### src/rtl/ls_accum_ctrl.sv
// Least-squares accumulation sequencer: streams N (x, y) samples through a
// two-stage read/square pipeline into the accumulators, then hands off to the solver.
module ls_accum_ctrl #(
  parameter int N_SAMPLES = 1024,
  parameter int ADDR_W    = 10,
  parameter int X_W       = 12,
  parameter int Y_W       = 16
) (
  input  logic                clk,
  input  logic                rst,
  input  logic                go,
  input  logic                abort,
  output logic                busy,
  output logic                done,
  output logic                mem_rd_en,
  output logic [ADDR_W-1:0]   mem_addr,
  input  logic                mem_ready,
  input  logic [X_W-1:0]      mem_x,
  input  logic [Y_W-1:0]      mem_y,
  output logic                acc_clr,
  output logic                acc_en,
  output logic [X_W-1:0]      acc_x,
  output logic [2*X_W-1:0]    acc_x2,
  output logic [Y_W-1:0]      acc_y,
  output logic [ADDR_W:0]     sample_cnt,
  output logic                inv_start,
  input  logic                inv_done
);

  typedef enum logic [2:0] {
    S_IDLE  = 3'd0,
    S_CLEAR = 3'd1,
    S_FETCH = 3'd2,
    S_DRAIN = 3'd3,
    S_SOLVE = 3'd4,
    S_DONE  = 3'd5
  } state_t;

  localparam logic [ADDR_W-1:0] LAST_ADDR = ADDR_W'(N_SAMPLES - 1);

  state_t             state_r;
  logic               rd_vld_r;     // a read was accepted last cycle; its data is on mem_x/mem_y now
  logic [1:0]         drain_cnt_r;
  logic [2*X_W-1:0]   x_sq_s;

  assign x_sq_s = {{X_W{1'b0}}, mem_x} * {{X_W{1'b0}}, mem_x};

  // Read strobe follows memory flow control while fetching.
  always_comb begin
    if (state_r == S_FETCH) begin
      mem_rd_en = mem_ready;
    end else begin
      mem_rd_en = 1'b0;
    end
  end

  // Sequencer state, read pipeline and all registered outputs.
  always_ff @(posedge clk) begin
    if (rst) begin
      state_r     <= S_IDLE;
      rd_vld_r    <= 1'b0;
      drain_cnt_r <= 2'd0;
      busy        <= 1'b0;
      done        <= 1'b0;
      mem_addr    <= '0;
      acc_clr     <= 1'b0;
      acc_en      <= 1'b0;
      acc_x       <= '0;
      acc_x2      <= '0;
      acc_y       <= '0;
      sample_cnt  <= '0;
      inv_start   <= 1'b0;
    end else begin
      acc_clr   <= 1'b0;
      inv_start <= 1'b0;
      done      <= 1'b0;
      if (abort && (state_r != S_IDLE)) begin
        // Flushing both valid bits guarantees no accumulate after the abort cycle.
        state_r  <= S_IDLE;
        busy     <= 1'b0;
        rd_vld_r <= 1'b0;
        acc_en   <= 1'b0;
      end else begin
        rd_vld_r <= mem_rd_en;
        acc_en   <= rd_vld_r;
        if (rd_vld_r) begin
          acc_x      <= mem_x;
          acc_x2     <= x_sq_s;
          acc_y      <= mem_y;
          sample_cnt <= sample_cnt + (ADDR_W+1)'(1);
        end else begin
          sample_cnt <= sample_cnt;
        end
        if (mem_rd_en && (mem_addr != LAST_ADDR)) begin
          mem_addr <= mem_addr + ADDR_W'(1);
        end else begin
          mem_addr <= mem_addr;
        end
        case (state_r)
          S_IDLE: begin
            if (go) begin
              state_r <= S_CLEAR;
              busy    <= 1'b1;
              acc_clr <= 1'b1;
            end else begin
              state_r <= S_IDLE;
            end
          end
          S_CLEAR: begin
            state_r    <= S_FETCH;
            mem_addr   <= '0;
            sample_cnt <= '0;
          end
          S_FETCH: begin
            if (mem_rd_en && (mem_addr == LAST_ADDR)) begin
              state_r     <= S_DRAIN;
              drain_cnt_r <= 2'd0;
            end else begin
              state_r <= S_FETCH;
            end
          end
          S_DRAIN: begin
            if (drain_cnt_r == 2'd1) begin
              state_r   <= S_SOLVE;
              inv_start <= 1'b1;
            end else begin
              drain_cnt_r <= drain_cnt_r + 2'd1;
            end
          end
          S_SOLVE: begin
            // inv_start is high only on the first SOLVE cycle, where inv_done is ignored.
            if (!inv_start && inv_done) begin
              state_r <= S_DONE;
              done    <= 1'b1;
            end else begin
              state_r <= S_SOLVE;
            end
          end
          S_DONE: begin
            state_r <= S_IDLE;
            busy    <= 1'b0;
          end
          default: begin
            state_r <= S_IDLE;
            busy    <= 1'b0;
          end
        endcase
      end
    end
  end

endmodule
### config.mk
export PLATFORM = sky130hd
export DESIGN_NAME = ls_accum_ctrl
export DESIGN_NICKNAME = d
export VERILOG_FILES = /design/src/rtl/ls_accum_ctrl.sv
export SDC_FILE = /design/constraint.sdc
export NUM_CORES = 1
export LEC_CHECK = 0
export ABC_AREA = 1
export CORE_ASPECT_RATIO = 1.25
export CORE_UTILIZATION = 40
export CTS_BUF_LIST = sky130_fd_sc_hd__clkbuf_2 sky130_fd_sc_hd__clkbuf_4 sky130_fd_sc_hd__clkbuf_8
export DETAILED_ROUTE_END_ITERATION = 8
export HOLD_SLACK_MARGIN = 0.08
export PLACE_DENSITY = 0.66
export SYNTH_ARGS = -nofsm -noshare
export SYNTH_HDL_FRONTEND = slang
export SYNTH_SLANG_ARGS = --single-unit
### constraint.sdc
create_clock -name clk -period 6.9 [get_ports clk]
set_input_delay 1.035 -clock clk [delete_from_list [all_inputs] [get_ports clk]]
set_output_delay 1.035 -clock clk [all_outputs]
set_load 0.02 [all_outputs]
Word level (Yosys, flattened, before mapping)

Index checks and enable logic that the tools add are counted.

Flip-flop bits (word level): 84
Latch bits: 0
Memory bits (writable): 0
Memory bits (read-only): 0
Input bits: 34
Logic and storage cells: 71
Memories: 0

Add/sub/neg operators: 3
Multiply operators: 1
Divide/modulo/power cells: 0
Magnitude comparators: 0
Equality and inequality tests: 11
Shift operators: 0
Multiplexer cells: 18
Bitwise logic cells: 5
Reduce and logical (&&, ||, !) cells: 20

Operators by type and width:

| cell                                                            | number |
|---|---|
| 12-bit by 12-bit multiplier with 24-bit output                  | 1 |
| 11-bit two-way mux                                              | 2 |
| 10-bit two-way mux                                              | 2 |
| 3-bit one-hot mux with 5 select lines                           | 1 |
| 11-bit by 1-bit adder with 11-bit output, second input constant | 1 |
| 10-bit by 1-bit adder with 10-bit output, second input constant | 1 |
| 10-bit == test, second input constant                           | 1 |
| 10-bit != test, second input constant                           | 1 |
| 3-bit OR reduction                                              | 3 |
| 1-bit two-way mux                                               | 8 |
| 2-bit AND reduction                                             | 4 |
| 3-bit by 2-bit == test with 1-bit output, second input constant | 2 |
| 2-bit != test, second input constant                            | 3 |
| 2-bit nonzero test                                              | 3 |
| 1-bit inverter                                                  | 5 |
| 1-bit logical AND                                               | 4 |
| 2-bit two-way mux                                               | 2 |
| 2-bit one-hot mux with 2 select lines                           | 1 |
| 4-bit AND reduction                                             | 1 |
| 4-bit OR reduction                                              | 1 |
| 3-bit by 1-bit == test with 1-bit output, second input constant | 1 |
| 3-bit == test, second input constant                            | 1 |
| 3-bit zero test                                                 | 1 |
| 3-bit two-way mux                                               | 1 |
| other kinds (7)                                                 | 7 |

Longest topological paths before layout

Depth after elaboration: 5
Depth in mapped cells: 25
Gate-level depth less buffers: 24

Worst setup path before layout

Ideal clock, no wire load.

Path type: input -> register
From: input port mem_x[11]
To: register acc_x2[19]
Library setup time: 109 ps
Arrival: 5,343 ps
Data required time: 6,791 ps
Slack: 1,448 ps
Cell stages on the path: 23
Path buffers: 1
Cells stage by stage: clkbuf_1 nand2_1 inv_1 fa_1 inv_1 fa_1 inv_1 fa_1 fa_1 inv_1 fa_1 inv_1 ha_1 nand2_1 inv_1 a21oi_1 inv_1 a21oi_1 nand2_1 nand2_1 nand3_1 nand2_1 inv_1

Word-level cells in the longest chain between the ends: 1

RTL lines:

| what                                           | RTL line | RTL |
|---|---|---|
| start: declaration                             | 18       | `input logic [X_W-1:0] mem_x,` |
| 12-bit by 12-bit multiplier with 24-bit output | 46       | `assign x_sq_s = {{X_W{1'b0}}, mem_x} * {{X_W{1'b0}}, mem_x};` |
| end signal: assignment                         | 88       | `acc_x2 <= x_sq_s;` |
| end: declaration                               | 23       | `output logic [2*X_W-1:0] acc_x2,` |

No other way between the ends.
A chain may end at the register's enable or synchronous reset.

Worst setup path after layout

From: input port mem_x[5]
To: register acc_x2[19]

Same word-level chain as after synthesis.

==> impl_metrics.ini <==
[placement]
dp_hpwl_um = 14630
dpl_cell_area_um2 = 8962
routabilityCongestion = 0.8574
io_buffers = 111

[cells_and_area]
layout.cells.most_common = inv_1
area_delta_synth_final_pct = 19.92
drive_gt1_frac = 0.03767
post-route-util = 0.4888
antenna_cells = 0
fin_area_um2 = 9145
num-nets-final = 1341
final_cell_mix = 255 x inv_1, 217 x nand2_1, 127 x nor2_1

[worst_setup_path]
r2r_cells = 8
r2r_end = acc_x2[11]$_SDFFE_PP0P_
worst_ep_required_time_ns = 7.17
crit_path_frequent_cell = inv_1
end_kind = flip-flop
ff2ff_setup_slack_ns = 4.51
worstSetupStartpointType = input port
critPathMaxStageDelay_ns = 0.82
path_class = input port to flip-flop
regToRegStartpoint = state_r[0]$_SDFFE_PP0P_
arrival_ns = 6.16
critical_path.cell_chain = clkdlybuf4s50_1, nand2_1, fa_1, inv_1, fa_1, fa_1, fa_1, inv_1, fa_1, inv_1, ha_1, nand2_1, inv_1, a21oi_1, inv_1, a21oi_1, nand2_1, nand2_1, nand3_1, nand2_1, inv_1
cp_max_fo = 13
critPathSlowestCell = clkdlybuf4s50_1

[sta]
period_share = 0.8543
rsz0062_at_grt = false
max_freq_mhz = 169.6
clock_skew_ns = 0.01858
max_slew_margin = 0.3013
setup_viol = 0
fin_crit_ns = 5.895
worstMarginPinSlew_ns = 1.047
setup_tns_ns = 0
hold_violations = 0
finalMaxSlewViolations = 0

[job]
drv_cap = 0

[power_and_ir_drop]
p_seq_frac = 0.183
intPower_mw = 1.328
p_per_area_nw_per_um2 = 293.9
p_sw_frac = 0.5058
p_leak_nw = 4.812
switchingPower_mw = 1.359
worst_ir_drop_vdd_mv = 0.2129
clockPowerShare = 0.125
power_frac_comb = 0.692

[global_routing]
grt_max_degree = 70
grt_pass1_wl_um = 31180
grt_usage = 0.1986
grt_pass1_vias = 6672
grt-ovfl-total = 0
antenna_found_initial = 0

[clocking]
cts_buffers = 9
clk_pin_slew_ns = 0.08
cts_sinks = 82
clkLatencyLatePin_ns = 0.38
post_cts_buffers = 0
cts_buffer_depth = 2
htree_levels = 3
cts_tree = yes
ctsHoldBuffers = 0
cts_root_buf = clkbuf_8
cts_resized = 0

[drt]
vias = 6716
firstDrtPassIters = 7
drtIter0Drc = 360
wl_um = 18170
detail-route-antenna-nets = 0
drcViolationCount = 10
wl_per_cell_um = 12.98
viasPerCell = 4.797

[min_path]
hold_depth = 1
hold_start = inv_start$_SDFF_PP0_
hold_end = done$_SDFF_PP0_
hold_path_class = flip-flop to flip-flop

[synthesis]
synth_area_um2 = 7626
ys_seq_area_frac = 0.2153
synth_cell_type_count = 37
synth_cells = 1063
synthFlopType = dfxtp_1
synth_seq_cells = 82
synth_warnings = 0
postSynthAreaPerCell_um2 = 7.174
synth_edf_count = 0
async_flop_share = 0
syn_nets = 1240

[floorplan]
die_x_um = 125.5
core_area_um2 = 18710
num_io_pins = 113
die_y_um = 156.4
start_util = 0.4076
fp.dieArea_um2 = 19630
num_rows = 56

[outcome]
status = complete, but fails checks
failed_checks = DRC
kinds of logic after synthesis:
kind of cell               Yosys count  share of synthesized area
muxes                                1                   0.001477
adders and majority gates          143                     0.3153
xor gates and xnor gates            16                    0.01838
DFF                                 82                     0.2153
AOI/OAI and AO/OA                  105                    0.07252
and+or+nand+nor                    425                     0.2307
buffers and inverters              290                     0.1459
other                                1                  0.0004917
critical path: cells and delay by family:
family                     cells  cell delay, ns
buffers and inverters          7            1.11
AOI/OAI and AO/OA              2            0.45
adders and majority gates      6            2.92
and+or+nand+nor                6            0.62
how the worst max path moves through the flow:
stage,start,cells after the start,slack (ns),to
global placement,mem_x[5],21,0.66,acc_x2[19]$_SDFFE_PP0P_
global route,mem_x[5],21,0.62,acc_x2[19]$_SDFFE_PP0P_
detailed placement,mem_x[5],21,0.61,acc_x2[19]$_SDFFE_PP0P_
CTS,mem_x[5],21,1.0,acc_x2[19]$_SDFFE_PP0P_
finish,mem_x[5],21,1.01,acc_x2[19]$_SDFFE_PP0P_
floorplan,mem_x[11],23,1.45,acc_x2[19]$_SDFFE_PP0P_
state kept, by name, indices dropped and copies added (netlist names):
register	flops
rd_vld_r	1
acc_x2	22
inv_start	1
done	1
acc_x	12
drain_cnt_r	2
busy	1
state_r	3
mem_addr	10
acc_clr	1
acc_en	1
sample_cnt	11
acc_y	16
Yosys cell counts, types with 3 or more instances:
master | count | area [µm²]
nand3_2 | 3 | 30.03
nand4_1 | 9 | 56.30
inv_1 | 255 | 957.2
a211oi_1 | 4 | 30.03
nand2_1 | 217 | 814.5
clkbuf_1 | 23 | 86.33
a21oi_1 | 45 | 225.2
xnor2_1 | 7 | 61.31
nor2_1 | 127 | 476.7
inv_2 | 4 | 15.01
nand3_1 | 40 | 200.2
buf_4 | 3 | 22.52
dfxtp_1 | 82 | 1642
ha_1 | 61 | 763.2
o21ai_0 | 48 | 240.2
nor2_2 | 4 | 25.02
fa_1 | 82 | 1642
nor3_1 | 12 | 60.06
xor2_1 | 9 | 78.83
buf_2 | 4 | 20.02
nand2_2 | 3 | 18.77
area by class of cell:
cell class                 count  area [µm²]
timing repair buffer         121        1186
tap                          232       290.3
clock buffer                  12       158.9
clock inverter                 3       23.77
sequential                    82        1642
fill                        1852        9563
multi-input combinational    691        4872
inverter                     259       972.2
routing by layer:
layer	track usage	part of all wire	wire length, µm
met1	0.2206	0.41	7431
met2	0.3817	0.53	9640
met3	0.03487	0.037	679
met4	0.06098	0.023	416
met5	0	0	0
power by group through the flow:
stage / sequential (mW) / combinational [mW] / clock, mW
2_1_floorplan: 0.515 / 1.42 / 0
3_3_place_gp: 0.503 / 1.84 / 0
3_5_place_dp: 0.503 / 1.87 / 0
4_1_cts: 0.492 / 1.88 / 0.348
5_1_grt: 0.494 / 2.19 / 0.369
6_report: 0.492 / 1.86 / 0.337
per-stage QoR:
step | instances | hold WS, ns | worst slack (ns) | power [mW]
6_report | 1400 | 0.4594 | 1.005 | 2.687
5_1_grt | 1400 | 0.4792 | 0.6155 | 3.048
4_1_cts | 1400 | 0.4646 | 0.9973 | 2.723
3_5_place_dp | 1385 | 0.4520 | 0.6073 | 2.370
3_3_place_gp | 1385 | 0.4468 | 0.6633 | 2.346
2_1_floorplan | 1063 | 0.4436 | 1.448 | 1.937
Note: power is estimated with default switching activity, not from simulation.
